==> src/rtl/ether_tx.sv <==
`default_nettype none
// ============================================================================
// Module      : ether_tx
// Description : RMII transmit framer. A start pulse produces preamble+SFD,
//               the upstream payload dibits, a reflected CRC-32 FCS and the
//               inter-frame gap on the 2-bit RMII transmit bus. Upstream is
//               paced with data_request.
// Ports       : clk             - 50 MHz RMII reference clock
//               rstn            - asynchronous active-low reset
//               preamble_signal - one-cycle frame start request
//               axiiv / axiid   - payload dibit valid / dibit (bit 0 first)
//               data_request    - high while payload is accepted
//               axiov / axiod   - eth_txen / eth_txd
//               busy            - start accepted through end of IFG
//               truncated       - sticky, payload cap reached
//               led             - toggles on each completed frame
// Options     : `define ETHER_TX_PAD_EN pads short payloads with zero dibits
//               up to MIN_PAYLOAD_BYTES before the FCS.
// Revision    : 1.0 - initial release
// ============================================================================
module ether_tx #(
    parameter int MAX_PAYLOAD_BYTES = 1500,
    parameter int IFG_CYCLES        = 48,
    parameter int MIN_PAYLOAD_BYTES = 46
) (
    input  logic       clk,
    input  logic       rstn,
    input  logic       preamble_signal,
    input  logic       axiiv,
    input  logic [1:0] axiid,
    output logic       data_request,
    output logic       axiov,
    output logic [1:0] axiod,
    output logic       busy,
    output logic       truncated,
    output logic       led
);

    localparam logic [31:0] c_POLY      = 32'hEDB8_8320;
    localparam logic [31:0] c_CRC_INIT  = 32'hFFFF_FFFF;
    localparam int          c_DIBIT_CAP = 4 * MAX_PAYLOAD_BYTES;
    localparam int          c_DIBIT_MIN = 4 * MIN_PAYLOAD_BYTES;
    localparam int          c_DCNT_MAX  = (c_DIBIT_CAP > c_DIBIT_MIN) ? c_DIBIT_CAP : c_DIBIT_MIN;
    localparam int          c_DCNT_W    = $clog2(c_DCNT_MAX + 1);
    localparam int          c_PH_MAX    = (IFG_CYCLES > 32) ? IFG_CYCLES : 32;
    localparam int          c_PCNT_W    = $clog2(c_PH_MAX + 1);

    typedef enum logic [2:0] {
        S_IDLE     = 3'd0,
        S_PREAMBLE = 3'd1,
        S_PAYLOAD  = 3'd2,
        S_FCS      = 3'd3,
        S_IFG      = 3'd4
    } state_t;

    state_t                r_state;
    logic [c_PCNT_W-1:0]   r_pcnt;
    logic [c_DCNT_W-1:0]   r_dcnt;
    logic [31:0]           r_crc;
    logic                  r_txen;
    logic [1:0]            r_txd;
    logic                  r_dreq;
    logic                  r_busy;
    logic                  r_trunc;
    logic                  r_led;

    logic [c_DCNT_W-1:0]   w_next_dcnt;
    logic                  w_cap_hit;

    // Two serial CRC steps per dibit; bit 0 is first on the wire.
    function automatic logic [31:0] crc_dibit(input logic [31:0] crc, input logic [1:0] d);
        logic [31:0] c;
        c = crc;
        for (int i = 0; i < 2; i++) begin
            c = (c >> 1) ^ (((c[0] ^ d[i]) == 1'b1) ? c_POLY : 32'h0);
        end
        return c;
    endfunction

    assign w_next_dcnt = r_dcnt + 1'b1;
    assign w_cap_hit   = (w_next_dcnt == c_DCNT_W'(c_DIBIT_CAP));

`ifdef ETHER_TX_PAD_EN
    logic r_padding;
    logic w_pad_start;
    logic w_pad_done;

    // Real data ended short of the minimum frame: switch to zero fill.
    assign w_pad_start = !axiiv && (r_dcnt != '0) && (r_dcnt < c_DCNT_W'(c_DIBIT_MIN));
    assign w_pad_done  = (w_next_dcnt == c_DCNT_W'(c_DIBIT_MIN));
`endif

    always_ff @(posedge clk or negedge rstn) begin
        if (!rstn) begin
            r_state <= S_IDLE;
            r_pcnt  <= '0;
            r_dcnt  <= '0;
            r_crc   <= c_CRC_INIT;
            r_txen  <= 1'b0;
            r_txd   <= 2'b00;
            r_dreq  <= 1'b0;
            r_busy  <= 1'b0;
            r_trunc <= 1'b0;
            r_led   <= 1'b0;
`ifdef ETHER_TX_PAD_EN
            r_padding <= 1'b0;
`endif
        end else begin
            case (r_state)
                S_IDLE: begin
                    r_txen <= 1'b0;
                    r_txd  <= 2'b00;
                    if (preamble_signal) begin
                        r_state <= S_PREAMBLE;
                        r_busy  <= 1'b1;
                        r_trunc <= 1'b0;
                        r_crc   <= c_CRC_INIT;
                        r_dcnt  <= '0;
                        r_pcnt  <= '0;
                        // First preamble dibit goes out with the start edge.
                        r_txen  <= 1'b1;
                        r_txd   <= 2'b01;
                    end
                end

                S_PREAMBLE: begin
                    r_pcnt <= r_pcnt + 1'b1;
                    if (r_pcnt == c_PCNT_W'(30)) begin
                        // SFD dibit; data_request leads PAYLOAD by one cycle.
                        r_txd   <= 2'b11;
                        r_dreq  <= 1'b1;
                        r_pcnt  <= '0;
                        r_state <= S_PAYLOAD;
                    end else begin
                        r_txd <= 2'b01;
                    end
                end

                S_PAYLOAD: begin
`ifdef ETHER_TX_PAD_EN
                    if (r_padding || w_pad_start) begin
                        r_txen    <= 1'b1;
                        r_txd     <= 2'b00;
                        r_crc     <= crc_dibit(r_crc, 2'b00);
                        r_dcnt    <= w_next_dcnt;
                        r_dreq    <= 1'b0;
                        r_padding <= 1'b1;
                        if (w_pad_done) begin
                            r_padding <= 1'b0;
                            r_pcnt    <= '0;
                            r_state   <= S_FCS;
                        end
                    end else
`endif
                    if (axiiv) begin
                        r_txen <= 1'b1;
                        r_txd  <= axiid;
                        r_crc  <= crc_dibit(r_crc, axiid);
                        r_dcnt <= w_next_dcnt;
                        if (w_cap_hit) begin
                            r_trunc <= 1'b1;
                            r_dreq  <= 1'b0;
                            r_pcnt  <= '0;
                            r_state <= S_FCS;
                        end
                    end else if (r_dcnt != '0) begin
                        // Burst ended: the CRC is final, so the first FCS
                        // dibit goes out now to keep txen contiguous.
                        r_txen  <= 1'b1;
                        r_txd   <= ~r_crc[1:0];
                        r_crc   <= r_crc >> 2;
                        r_dreq  <= 1'b0;
                        r_pcnt  <= c_PCNT_W'(1);
                        r_state <= S_FCS;
                    end else begin
                        r_txen <= 1'b0;
                        r_txd  <= 2'b00;
                    end
                end

                S_FCS: begin
                    r_txen <= 1'b1;
                    r_txd  <= ~r_crc[1:0];
                    r_crc  <= r_crc >> 2;
                    r_pcnt <= r_pcnt + 1'b1;
                    if (r_pcnt == c_PCNT_W'(15)) begin
                        r_pcnt  <= '0;
                        r_state <= S_IFG;
                    end
                end

                S_IFG: begin
                    r_txen <= 1'b0;
                    r_txd  <= 2'b00;
                    r_pcnt <= r_pcnt + 1'b1;
                    if (r_pcnt == c_PCNT_W'(IFG_CYCLES - 1)) begin
                        r_pcnt  <= '0;
                        r_busy  <= 1'b0;
                        r_led   <= ~r_led;
                        r_state <= S_IDLE;
                    end
                end

                default: begin
                    r_state <= S_IDLE;
                    r_txen  <= 1'b0;
                    r_txd   <= 2'b00;
                    r_dreq  <= 1'b0;
                    r_busy  <= 1'b0;
                end
            endcase
        end
    end

    assign data_request = r_dreq;
    assign axiov        = r_txen;
    assign axiod        = r_txd;
    assign busy         = r_busy;
    assign truncated    = r_trunc;
    assign led          = r_led;

endmodule
`default_nettype wire

==> config.mk <==
export PLATFORM = sky130hd
export DESIGN_NAME = ether_tx
export DESIGN_NICKNAME = d
export VERILOG_FILES = /design/src/rtl/ether_tx.sv
export SDC_FILE = /design/constraint.sdc
export NUM_CORES = 1
export LEC_CHECK = 0
export BUFFER_PORTS_ARGS = -buffer_cell sky130_fd_sc_hd__buf_4
export CORE_MARGIN = 10
export CORE_UTILIZATION = 35
export CTS_CLUSTER_SIZE = 12
export DETAILED_ROUTE_END_ITERATION = 10
export PLACE_DENSITY_LB_ADDON = 0.2
export SETUP_SLACK_MARGIN = 0.15
export SLEW_MARGIN = 10
export SYNTH_ARGS = -nofsm -noshare
export SYNTH_HDL_FRONTEND = slang
export SYNTH_SLANG_ARGS = --single-unit
==> constraint.sdc <==
create_clock -name clk -period 6.13 [get_ports clk]
set_input_delay 0 -clock clk [delete_from_list [all_inputs] [get_ports clk]]
set_output_delay 0 -clock clk [all_outputs]
set_load 0.01 [all_outputs]
# --- Yosys cells after proc, flatten, opt, wreduce, memory -nomap -nowiden ---
# Cells that the tools add are included.
word_totals:
  out_inout_bits: 7
  word_cells: 97
  reg_bits: 61
  inputBits: 6
op_classes:
  n_mux: 46
  add_sub_neg: 2
  reduce_logical: 15
  n_eq_ne: 16
  bitwise: 8
ops:
  columns: ["op", "count"]
  rows:
  - ["2-to-1 mux 32 bit", 5]
  - ["one-hot mux 32 bit (3 select lines)", 1]
  - ["XOR 31 x 32 -> 32 bit", 2]
  - ["2-to-1 mux 6 bit", 7]
  - ["one-hot mux 6 bit (5 select lines)", 1]
  - ["2-to-1 mux 13 bit", 2]
  - ["one-hot mux 13 bit (2 select lines)", 1]
  - ["2-to-1 mux 3 bit", 7]
  - ["one-hot mux 3 bit (5 select lines)", 1]
  - ["adder 13 x 1 -> 13 bit, second input constant", 1]
  - ["== test 13 bit, second input constant", 1]
  - ["2-to-1 mux 1 bit", 13]
  - ["nonzero test 13 bit", 1]
  - ["!= test 2 bit, second input constant", 6]
  - ["AND reduction 4 bit", 3]
  - ["AND reduction 3 bit", 3]
  - ["one-hot mux 2 bit (4 select lines)", 1]
  - ["adder 6 x 1 -> 6 bit, second input constant", 1]
  - ["== test 3 x 2 -> 1 bit, second input constant", 2]
  - ["== test 6 x 4 -> 1 bit, second input constant", 1]
  - ["== test 6 x 5 -> 1 bit, second input constant", 1]
  - ["== test 6 bit, second input constant", 1]
  - ["2-to-1 mux 2 bit", 3]
  - ["!= test 3 bit, second input constant", 2]
  - ["15 further kinds", 20]

# --- Depth between registers and ports, before layout ---
logic_depth:
  depth_word: 8
  mapped_depth: 10
  depth_no_buf: 8

# --- Worst setup path before layout ---
# No wires, ideal clock.
synth_timing:
  path_kind: "flip-flop to flip-flop"
  startpoint: "register r_dcnt[0]"
  endpoint: "register r_pcnt[0]"
  t_arrival_ns: 1.902
  required_ns: 6.005
  period_less_slack_ns: 2.027
  setup_ns: 0.125
  stages_incl_launch_ff: 10
  slack_ns: 4.103
  path_buffers: 1
  path_cell_list: "dfrtp_1 > buf_2 > inv_1 > ha_1 > nor4b_1 > nand3_1 > o32ai_2 > a21oi_1 > o21ai_2 > mux2_4"
synth_via:
  elab_chain_len: 4
  word_cells_on_any_way: 6
  classes_between: "add/sub (1); eq/ne (3); reduce/logical (2)"
synth_lines:
  columns: ["element", "line_no", "text"]
  rows:
  - ["start: declaration", "58", "logic [c_DCNT_W-1:0] r_dcnt;"]
  - ["start signal: assignment", "159", "r_dcnt <= w_next_dcnt;"]
  - ["adder 13 x 1 -> 13 bit", "80", "assign w_next_dcnt = r_dcnt + 1'b1;"]
  - ["== test 13 bit", "81", "assign w_cap_hit = (w_next_dcnt == c_DCNT_W'(c_DIBIT_CAP));"]
  - ["!= test 3 bit (no source line)", null, null]
  - ["AND reduction 4 bit (no source line) *", null, null]
  - ["end signal: assignment", "127", "r_pcnt <= r_pcnt + 1'b1;"]
  - ["end signal: assignment", "173", "r_pcnt <= c_PCNT_W'(1);"]
  - ["end signal: assignment", "185", "r_pcnt <= r_pcnt + 1'b1;"]
  - ["end: declaration", "57", "logic [c_PCNT_W-1:0] r_pcnt;"]
# Every way passes the cells marked *; elsewhere a longest branch is shown, timed or not.
# A chain may end at the register's enable or synchronous reset.

# --- Final worst setup path ---
# Same ends and word-level chain as after synthesis.

==> metrics <==
Warnings, synthesis 0; Net Sw Frac 35.1%; Fillers 850; Detail Placement HPWL 4270 um; Total GRT Usage 10.7%; # hold bufs at CTS 3; Critical R2R Launch r_dcnt[0]; CP endpoint kind flop; Post-Synth XOR/XNOR Area 7.69%; Die Width 115 um; simple-gate share of the synthesized area 18.6%; routability cong. 0.814; VDD IR-drop max 0.000111 V; Pwr Density 419 nW/um^2; area delta synth->final 12.2%; antenna violations before repair 0; Syn Std Cell Area 3190 um^2; Crit path required time 6.36 ns; Root Buffer clkbuf_8; io pins 13; FFs w/ async S/R, synth 100%; Core ar. 8810 um^2; post-synth net total 334; final-report max-slew violation count 0; CTS Buf Count 9; global-route wire length before repair 11500 um; worst r2r dst r_pcnt[0]; fmax 408 MHz; prevailing post-synth register cell dfstp_2; Crit Path Category reg2reg; top sig layer met4; top fanout value on the critical path 11; status complete, no violations; clock skew 0.00776 ns; largest net degree at the start of global routing 62; IO buf count 12; CTS clock-pin slew for the worst setup and hold paths 0.07 ns; Metal-1 WL 3360 um; DRT Wirelength 6580 um; post-synth cell types 55; Hold Startpoint axiid[0]; fin util 40.6%; area of the die 13300 um^2; H-tree lvl count 3; DRT Pass-1 Iters 4; EDFF count, synth 0; R2R Setup Slk 3.68 ns; Yosys reg bits 61; hold crit path type in2reg; Gate Count Post-Synth 323; Max Root-Sink Buffers 2; DR vias 2336; Hold Path Sink axiod[0]; CTS tree done; PnR Total Power 0.00150 W; row cnt 34; WHS 0.203 ns; sequential cell area fraction in the yosys report 49.1%; RSZ-0062 raised after global routing no; Post-Synth Adder-Cell Area 1.96%; NumNets Final 346; Setup-failing EPs final 0; Slew Limit Headroom 42.2%; mux contribution to synthesized area 0.471%; r2r worst-path depth 7; initial drt markers 194; Tightest Pin Transition 0.867 ns; Overflow after GRT 0; diode count 0; Setup Buffers After CTS 0; Via density 5.21; Routed WL per cell 14.7 um; met2 wire length 2890 um; fraction of power consumed by combinational cells 32.0%; Setup TNS 0 ns; initial cell density of the core 36.2%; clock latency on the worst-skew pair 0.34 ns; Residual DRC 0; Leak Pwr 1.39 nW; Place WS 3.55 ns; final period utilization 40.0%; Sw Pwr 0.000527 W; Setup crit start kind flop; Worst EP arrival 2.68 ns; via count of the first global-routing pass 2279; post_cts resized 0; setup ws final 3.68 ns; Final Critical Period 2.45 ns; metal3 WL 247 um; clock share of power 22.0%; Cell Int Power 0.000973 W; main combinational cell family by area after synthesis compound AO/OA/AOI/OAI gates; Max-Cap Viols 0; Die H 115 um; post-detailed-route count of antenna-violating nets 0; cell depth of the worst hold path 5; TritonCTS Sinks 61; Hold Vio Cnt, Final 0; Flop pwr share 46.0%; fraction of layout cells with a size suffix above 1 23.5%; Syn Area/Cell 9.87 um^2; Compound-Gate Fraction of Synth Area 18.8%
==> area by class of cell <==
cell class,count,area [um^2],area share [%]
Sequential cell,61,1570,43.8
Tap cell,108,135,3.78
Clock buffer,10,149,4.16
Inverter,7,26.3,0.734
Clock inverter,6,36.3,1.01
Multi-Input combinational cell,239,1520,42.6
Timing Repair Buffer,17,143,3.99
==> state kept, by name, summed over array words and instances, names as in the netlist <==
signal / count
led: 1
truncated: 1
r_pcnt: 6
axiov: 1
r_state: 3
r_dcnt: 13
r_crc: 32
busy: 1
data_request: 1
axiod: 2
==> logic make-up after synthesis <==
logic type               after synthesis
AND/OR/NAND/NOR                      113
XOR/XNOR                              28
buffers and inverters                 23
AO/OA/AOI/OAI                         92
multiplexers                           1
adder cells (fa/ha/maj)                5
flip-flops                            61
==> synthesized netlist by cell type (2+ instances only) <==
cell type	instances	area share [%]
nor2_1	46	5.4
dfstp_2	32	26
a21oi_1	29	4.6
dfrtp_1	29	23
xnor2_1	26	7.1
o21ai_0	25	3.9
nand2_1	21	2.5
o22a_1	14	3.8
nand3_1	10	1.6
buf_2	9	1.4
inv_1	6	0.71
clkbuf_1	5	0.59
ha_1	5	2.0
nor3_1	4	0.63
a31oi_1	3	0.59
and2_1	3	0.59
nand4_1	3	0.59
nor3b_1	3	0.71
nor4_1	3	0.59
o22ai_1	3	0.59
o2bb2ai_1	3	0.82
a211o_1	2	0.55
and3_1	2	0.39
buf_4	2	0.47
o31ai_1	2	0.47
or2_2	2	0.39
or3_1	2	0.39
xor2_1	2	0.55
==> routing by layer <==
metal,global-route usage [%],vias to the layer above
li1,-,1170
met1,14.8,1126
met2,15.3,33
met3,3.10,7
met4,4.05,0
met5,0,-
==> worst max-delay path: stages, from the launching register on <==
cell     delay (ns)
dfrtp_1        0.55
ha_1           0.40
nand3_4        0.14
nor4_1         0.29
a21oi_1        0.10
nor4b_4        0.35
o21ai_2        0.17
mux2_4         0.33
==> stage by stage <==
stage | instances | cell area [um^2]
final | 448 | 3580
after global routing | 448 | 3580
after CTS | 447 | 3560
after detailed placement | 428 | 3350
after global placement | 428 | 3350
after floorplan | 323 | 3190
==> power by group through the flow <==
stage / sequential [W] / clock [W] / combinational, W
2_1_floorplan: 0.000663 / 0 / 0.000390
3_3_place_gp: 0.000695 / 0 / 0.000463
3_5_place_dp: 0.000696 / 0 / 0.000471
4_1_cts: 0.000690 / 0.000344 / 0.000474
5_1_grt: 0.000711 / 0.000361 / 0.000542
6_report: 0.000690 / 0.000331 / 0.000480
==> worst max path at each step <==
stage | start | end | slack, ns | depth (start not counted)
floorplan | r_dcnt[0] | r_pcnt[0] | 4.10 | 9
global placement | r_dcnt[0] | r_crc[6] | 3.57 | 7
detailed placement | r_dcnt[0] | r_crc[2] | 3.55 | 7
CTS | r_dcnt[0] | r_crc[2] | 3.53 | 7
global route | r_dcnt[0] | r_pcnt[0] | 3.39 | 7
finish | r_dcnt[0] | r_pcnt[0] | 3.68 | 7
==> cell usage in the layout, fill, tap and decap left out, drive strengths merged, types with 2 or more instances in the layout <==
master       synthesis  routed
o2bb2ai              3       3
nor2                48      48
nor4                 3       3
clkinv               0       5
dfrtp               29      29
nor4b                2       2
o22a                14      14
buf                 11      14
and3                 2       2
nor3b                3       3
o31ai                2       2
o21ai               26      26
dfstp               32      32
o22ai                3       3
inv                  7       7
a31oi                3       3
nand4                3       3
a21oi               29      29
clkbuf               5      10
a211o                2       2
nand3               12      12
and2                 4       4
xor2                 2       2
or3                  2       2
xnor2               26      26
ha                   5       5
dlygate4sd3          0       3
or2                  2       2
nand2               21      21
nor3                 6       6
No activity file was read; power rests on OpenSTA's default activity.
